--- config.mk ---
export PLATFORM = sky130hd
export DESIGN_NAME = rns_sub_sequencer
export DESIGN_NICKNAME = d
export VERILOG_FILES = /design/src/rtl/rns_sub_sequencer.sv
export SDC_FILE = /design/constraint.sdc
export NUM_CORES = 1
export LEC_CHECK = 0
export CELL_PAD_IN_SITES_DETAIL_PLACEMENT = 0
export CELL_PAD_IN_SITES_GLOBAL_PLACEMENT = 1
export CORE_UTILIZATION = 35
export DETAILED_ROUTE_END_ITERATION = 8
export PLACE_DENSITY_LB_ADDON = 0.1
export SLEW_MARGIN = 10
export SYNTH_ARGS = -nofsm -noshare
export SYNTH_HDL_FRONTEND = slang
export SYNTH_SLANG_ARGS = --single-unit
--- constraint.sdc ---
create_clock -name clk -period 2.8 [get_ports clk]
set_input_delay 0.28 -clock clk [delete_from_list [all_inputs] [get_ports clk]]
set_output_delay 0.28 -clock clk [all_outputs]
set_load 0.05 [all_outputs]
--- src/rtl/rns_sub_sequencer.sv ---
// RNS subtraction sequencer: walks the residue channels one per cycle
// through a single shared combinational modular subtractor.
module rns_sub_sequencer #(
    parameter int RW       = 3,
    parameter int NCH      = 3,
    parameter int MOD0_RST = 7,
    parameter int MOD1_RST = 5,
    parameter int MOD2_RST = 3
) (
    input  logic              clk,
    input  logic              rst_n,
    input  logic              in_valid,
    output logic              in_ready,
    input  logic [NCH*RW-1:0] a_res,
    input  logic [NCH*RW-1:0] b_res,
    output logic              out_valid,
    input  logic              out_ready,
    output logic [NCH*RW-1:0] diff_res,
    output logic              out_err,
    output logic [RW-1:0]     sub_res1,
    output logic [RW-1:0]     sub_res2,
    output logic [RW-1:0]     sub_moduli,
    input  logic [RW-1:0]     sub_diff,
    input  logic              cfg_we,
    input  logic [1:0]        cfg_sel,
    input  logic [RW-1:0]     cfg_mod,
    output logic              cfg_rej,
    output logic [7:0]        op_count
);

    localparam int CW = (NCH > 1) ? $clog2(NCH) : 1;
    localparam logic [CW-1:0] CH_LAST = CW'(NCH - 1);

    typedef enum logic [1:0] {
        IDLE,
        CALC,
        DONE
    } state_t;

    state_t state_q;
    state_t state_d;

    logic [CW-1:0]     ch_q;
    logic [NCH*RW-1:0] a_q;
    logic [NCH*RW-1:0] b_q;
    logic [NCH*RW-1:0] diff_q;
    logic [RW-1:0]     mod_q   [NCH];
    logic [RW-1:0]     mod_cap [NCH];
    logic              err_q;
    logic              rej_q;
    logic [7:0]        cnt_q;

    logic [RW-1:0] cur_a;
    logic [RW-1:0] cur_b;
    logic [RW-1:0] cur_m;
    logic          cur_bad;
    logic          cfg_ok;

    function automatic logic [RW-1:0] mod_rst(input int k);
        if (k == 0) return RW'(MOD0_RST);
        if (k == 1) return RW'(MOD1_RST);
        return RW'(MOD2_RST);
    endfunction

    // Select the current channel's operands and its snapshotted modulus
    always_comb begin
        cur_a = '0;
        cur_b = '0;
        cur_m = '0;
        for (int k = 0; k < NCH; k++) begin
            if (ch_q == CW'(k)) begin
                cur_a = a_q[k*RW +: RW];
                cur_b = b_q[k*RW +: RW];
                cur_m = mod_cap[k];
            end
        end
        cur_bad = (cur_a >= cur_m) || (cur_b >= cur_m) || (cur_m < RW'(2));
    end

    // Handshake and shared-subtractor outputs; subtractor idles at zero
    always_comb begin
        in_ready   = (state_q == IDLE);
        out_valid  = (state_q == DONE);
        diff_res   = diff_q;
        out_err    = err_q;
        cfg_rej    = rej_q;
        op_count   = cnt_q;
        sub_res1   = '0;
        sub_res2   = '0;
        sub_moduli = '0;
        if (state_q == CALC) begin
            sub_res1   = cur_a;
            sub_res2   = cur_b;
            sub_moduli = cur_m;
        end
        cfg_ok = (state_q == IDLE) && (int'(cfg_sel) < NCH);
    end

    // State register
    always_ff @(posedge clk) begin
        if (!rst_n) state_q <= IDLE;
        else        state_q <= state_d;
    end

    // Next-state logic
    always_comb begin
        state_d = state_q;
        unique case (state_q)
            IDLE: if (in_valid) state_d = CALC;
            CALC: if (ch_q == CH_LAST) state_d = DONE;
            DONE: if (out_ready) state_d = IDLE;
            default: state_d = IDLE;
        endcase
    end

    // Operand capture, per-channel collection, moduli config and counters
    always_ff @(posedge clk) begin
        if (!rst_n) begin
            ch_q   <= '0;
            a_q    <= '0;
            b_q    <= '0;
            diff_q <= '0;
            err_q  <= 1'b0;
            rej_q  <= 1'b0;
            cnt_q  <= '0;
            for (int k = 0; k < NCH; k++) begin
                mod_q[k]   <= mod_rst(k);
                mod_cap[k] <= mod_rst(k);
            end
        end else begin
            rej_q <= cfg_we && !cfg_ok;
            if (cfg_we && cfg_ok) begin
                for (int k = 0; k < NCH; k++) begin
                    if (int'(cfg_sel) == k) mod_q[k] <= cfg_mod;
                end
            end
            unique case (state_q)
                IDLE: begin
                    if (in_valid) begin
                        a_q   <= a_res;
                        b_q   <= b_res;
                        ch_q  <= '0;
                        err_q <= 1'b0;
                        // snapshot so a same-cycle cfg write is not seen
                        for (int k = 0; k < NCH; k++) begin
                            mod_cap[k] <= mod_q[k];
                        end
                    end
                end
                CALC: begin
                    for (int k = 0; k < NCH; k++) begin
                        if (ch_q == CW'(k)) begin
                            diff_q[k*RW +: RW] <= cur_bad ? '0 : sub_diff;
                        end
                    end
                    if (cur_bad) err_q <= 1'b1;
                    ch_q <= ch_q + CW'(1);
                end
                DONE: begin
                    if (out_ready) cnt_q <= cnt_q + 8'd1;
                end
                default: ;
            endcase
        end
    end

endmodule

======== Yosys cells after proc, flatten, opt, wreduce, memory -nomap -nowiden ========
Memory sizes are Yosys's and may differ from the RTL's.
Cells that the tools add are included.
cells by class
  add/subtract/negate cells ............... 2
  multiply operators ...................... 0
  div/mod/pow operators ................... 0
  $lt $le $gt $ge ......................... 4
  equal/unequal tests ..................... 10
  shift operators ......................... 0
  multiplexer cells ....................... 50
  bitwise gates (word level) .............. 6
  reduce and logical (&&, ||, !) cells .... 18
operators by type and width
  cell                                                        count
  two-way mux 3 bit                                           23
  two-way mux 1 bit                                           20
  AND reduction 2 bit                                         6
  adder 8 x 1 -> 8 bit, second input constant                 1
  equality test 2 bit, second input constant                  4
  two-way mux 2 bit                                           4
  greater-or-equal comparator 3 bit                           2
  logical NOT 2 bit                                           3
  bitwise OR 1 bit                                            6
  one-hot mux 2 bit (3 select lines)                          1
  AND reduction 3 bit                                         2
  equality test 2 x 1 -> 1 bit, second input constant         2
  != test 2 x 1 -> 1 bit, second input constant               2
  != test 2 bit, second input constant                        2
  one-hot mux 2 bit (2 select lines)                          1
  logical AND 1 bit                                           3
  less-than comparator 3 x 2 -> 1 bit, second input constant  1
  adder 2 x 1 -> 2 bit, second input constant                 1
  logical OR 1 bit                                            2
  less-than comparator 2 bit, second input constant           1
  one-hot mux 1 bit (2 select lines)                          1
  nonzero test 2 bit                                          1
  logical NOT 1 bit                                           1
storage, ports and cells
  register bits ........................... 41
  bits in latches ......................... 0
  RAM bits ................................ 18
  bits in read-only memories .............. 0
  input port bits ......................... 31
  output and inout bits ................... 30
  word-level logic and storage cells ...... 102
  memories kept ........................... 2
memory list
  memory   words  width  read ports  clocked after Yosys merged registers in  wr ports  RTL line  RTL
  mod_cap  3      3      3           0                                        3         48        logic [RW-1:0] mod_cap [NCH];
  mod_q    3      3      3           0                                        3         47        logic [RW-1:0] mod_q [NCH];

======== Logic depth before layout (Yosys ltp) ========
  depth in word-level cells ............... 9
  gate-level depth with buffers ........... 13
  depth with buffers taken out ............ 11

======== Worst setup path before layout ========
OpenSTA, ideal clock, no wires.
  path type ............................... flip-flop to flip-flop
  start ................................... reg ch_q[1]
  end ..................................... reg diff_q[0] (netlist: diff_res[0])
  library setup time ...................... 0.101 ns
  data arrival time ....................... 2.271 ns
  data required time ...................... 2.699 ns
  slack ................................... 0.428 ns
  stages on the path, launching flop included .. 14
  path buffers ............................ 3
  clock period less this slack ............ 2.372 ns
  cell sequence ........................... dfxtp_1 > inv_1 > ha_1 > buf_6 > buf_6 > nor2_1 > a21oi_1 > o21ai_0 > ha_1 > nor2b_1 > o21ai_1 > o22a_1 > buf_6 > o41ai_1
between the ends
  cells in the longest elaborated chain, start to end .. 8
  elaborated cells between the ends (all ways) .. 19
  those cells by class .................... order compare (3); eq/ne (2); mux (10); reduce/logical (4)
ends and longest elaborated chain
  element                            RTL line  RTL
  from (decl)                        43        logic [CW-1:0] ch_q;
  from (signal assigned)             157       ch_q <= ch_q + CW'(1);
  logical NOT 2 bit                  71, 152
  two-way mux 3 bit (3 in series)    71        if (ch_q == CW'(k)) begin
  greater-or-equal comparator 3 bit  77        cur_bad = (cur_a >= cur_m) || (cur_b >= cur_m) || (cur_m < RW'(2));
  logical OR 1 bit (2 in series)     77
  two-way mux 3 bit                  153       diff_q[k*RW +: RW] <= cur_bad ? '0 : sub_diff;
  to (signal, indexed assignment)    153
  to (decl)                          46        logic [NCH*RW-1:0] diff_q;
Parallel ways exist; a longest one is shown, timed or not.
A chain may end at the register's enable or synchronous reset.

======== Final worst setup path ========
  start ................................... reg ch_q[0]
  end ..................................... out sub_res2[1]
between the ends
  cells in the longest elaborated chain, start to end .. 5
  elaborated cells between the ends (all ways) .. 7
  those cells by class .................... eq/ne (2); mux (4); reduce/logical (1)
ends and longest elaborated chain
  element                          RTL line  RTL
  logical NOT 2 bit                71
  two-way mux 3 bit (2 in series)  71
  two-way mux 3 bit *              71
  two-way mux 3 bit *              91        if (state_q == CALC) begin
  to (decl)                        21        output logic [RW-1:0] sub_res2,
Mark *: on every way between the ends. The rest lies on a longest branch, timed or not.

==> run metrics <==
worst rel slew slack=0.516; sequential power share=0.478; failing checks=DRC; final setup violation count=0; crit path time final=2.67 ns; outcome=finished, violations left; num ports=61; Reg clk slew, reported paths=0.06 ns; Worst Tran Pin Value=0.725 ns; Row Count=31; Worst Setup End Kind=output pin; P_leak=1.30 nW; Pre-antenna DRT Iters=6; number of DRC markers in iteration 0=73; Syn Inst Count=248; CTS tree=built; ANT cells=0; Final #Nets=348; mux contribution to synthesized area=0.00384; Req. time, crit path=2.52 ns; # fillers=710; share of the synthesized area in the top cell type=0.315; Final Hold Violating Endpoints=0; clock skew=0.00809 ns; pwr/cell area=569 nW/um2; gr usage total=0.164; Internal Power=1.42 mW; WP depth=7; Routed wire per std cell=13.9 um; synthesized-area fraction occupied by xor and xnor cells=0.0235; sw frac=0.279; largest net degree at the start of global routing=29; EDFF count, synth=18; maxcap violations=0; CTS sink cnt=59; Critical Path Slowest Stage Cell=clkdlybuf4s50_1; Clk pwr share=0.328; first-pass GRT wire length=9470 um; top_reg_cell synth=dfxtp_1; DIE AREA=7790 um2; Root Driver=clkbuf_8; Residual DRC=2; Die Height=88.3 um; simple-gate share of the synthesized area=0.195; Post-Route WL=5750 um; synthesized cell area=2600 um2; largest family of logic cells by synthesized area=simple AND/OR/NAND/NOR gates; total power=1.97 mW; CP startpoint kind=flop; post-synthesis compound-gate area fraction=0.179; Hold Path Class=reg2reg; via density per instance=4.82; core area=7210 um2; FF-to-FF Start=ch_q[0]; peak fanout along the critical path=4; most instantiated cells after synthesis=dfxtp_1 (41), nand2_1 (21), a22o_1 (18), edfxtp_1 (18), nor2_1 (14); #FFs+latches synth=59; Yosys cell types=40; Seq/Total Area, Yosys=0.523; critical-path cell list=inv_1, ha_1, buf_4, nand3b_1, o2bb2ai_1, nor2_1, clkdlybuf4s50_1; worst reg2reg setup slack=0.28 ns; largest area contributor in the netlist=dfxtp_1; Die Wd=88.3 um; Post CTS Setup Buffer Count=0; Final HPWL DP=4120 um; Async SR Flop Fraction=0; syn_nets=285; Post-Synth Adder-Cell Area=0.0327; synth warn=0; layout cell share with drive strength beyond 1=0.111; Initial Util=0.361; CP bufs+invs=3; CP top delay family=buffers and inverters; reg2reg path depth=11; CP Data Arrival Time=2.39 ns; Peak VDD IR=0.264 mV; vias in the first global route=1,924; capturing point of the worst reg2reg path=diff_res[2]; Worst path max stage delay=0.82 ns; setup TNS=0 ns; CTS Buf Count=9; PortBufs=60; H-tree depth=3; hold path start=diff_res[0]; Max Freq=375 MHz; Logic pwr share=0.194; RSZ-0062 raised after global routing=no; Clock Latency Late Sink=0.33 ns; WHS Path Cells=2; count leader, synth=dfxtp_1; Tcrit/Tclk final=0.953; mean cell area of the mapped netlist=10.5 um2; kind of critical path=reg2out; GPL Wtd Cong=0.683; gr ovfl total=0; initial antenna violation count=0; P_sw=0.548 mW; maximum root-to-sink buffer count=2; Worst Hold End=diff_res[0]; synth top area cells=dfxtp_1 (32%), edfxtp_1 (21%), a22o_1 (6.1%), nand2_1 (3.0%), o41ai_1 (3.0%); Slew Limit Fails=0; Area growth, synth to finish=32.7%; via count=2,001; antenna violation net count after detailed routing=0
## flip-flops by register name, indices dropped and copies added (netlist names)
signal    count
mod_cap       9
op_count      8
b_q           9
state_q       2
cfg_rej       1
mod_q         9
a_q           9
ch_q          2
diff_res      9
out_err       1
## stage by stage
| step | setup WS [ns] | instance area (um2) | cells | util | hold slack, ns |
|---|---|---|---|---|---|
| after floorplan | 0.428 | 2610 | 248 | - | 0.396 |
| after global placement | 0.210 | 3280 | 399 | 0.455 | 0.462 |
| after detailed placement | 0.0678 | 3280 | 399 | 0.455 | 0.462 |
| after CTS | 0.0474 | 3450 | 415 | 0.478 | 0.475 |
| after global routing | 0.00181 | 3460 | 415 | 0.479 | 0.495 |
| final | 0.130 | 3460 | 415 | 0.479 | 0.470 |
## layer usage
layer,global-route usage,up-vias,part of all wire
met5,0,-,0
met4,0.0484,0,0.013
met3,0.0578,8,0.056
met2,0.256,47,0.45
met1,0.215,919,0.49
li1,-,1027,-
## layout by cell type (no fill, tap or decap), drive strengths merged, types with 2 or more instances in the layout
cell / n
inv: 6
o2bb2ai: 5
nor2: 15
a21oi: 13
xnor2: 6
ha: 6
o31ai: 3
o21ai: 3
clkinv: 3
nand3: 13
o41ai: 9
dlymetal6s2s: 3
nor2b: 5
dfxtp: 41
buf: 12
nand4: 3
a22o: 18
a21boi: 4
clkbuf: 13
nand2: 21
and2: 12
and3: 2
nand3b: 9
clkdlybuf4s50: 52
edfxtp: 18
nand2b: 12
## timing repair
| item | CTS | global route |
|---|---|---|
| setup endpoints to repair | 4 | 12 |
| gates cloned | 0 | 0 |
| hold buffers | 0 | 0 |
| gates resized for setup | 2 | 4 |
| endpoints found under the hold margin | 0 | 0 |
## final cells by class
type,count,area [um2],share of cell area
sequential,59,1360,0.394
inverter,6,22.5,0.00652
clock buffer,13,149,0.0431
multi-input combinational,168,1140,0.329
tap,99,124,0.0358
clock inverter,3,15.0,0.00434
timing repair buffer,67,648,0.188
## worst min-delay path, cell delays in order (launching register included)
cell	delay, ns
dfxtp_1	0.31
nand3_1	0.06
o41ai_1	0.06
## worst max path at each step
stage	start	to	slack, ns
floorplan	ch_q[1]	diff_res[0]	0.43
finish	ch_q[0]	sub_res2[1]	0.13
global placement	ch_q[1]	diff_res[4]	0.21
detailed placement	ch_q[1]	diff_res[4]	0.07
global route	ch_q[0]	sub_res2[1]	0.002
CTS	ch_q[1]	sub_res1[2]	0.05
## kinds of logic after synthesis
family	Yosys count
AND/OR/NAND/NOR	94
adder cells (fa/ha/maj)	7
AO/OA/AOI/OAI	59
flip-flops	59
XOR/XNOR	7
buffers and inverters	21
multiplexers	1
## power by group through the flow
stage / combinational [mW] / clock, mW / sequential, mW
after global placement: 0.383 / 0 / 0.959
after floorplan: 0.231 / 0 / 0.981
after detailed placement: 0.384 / 0 / 0.957
after CTS: 0.387 / 0.663 / 0.940
final: 0.382 / 0.644 / 0.939
after global routing: 0.418 / 0.711 / 0.943
Note: power is estimated with default switching activity, not from simulation.
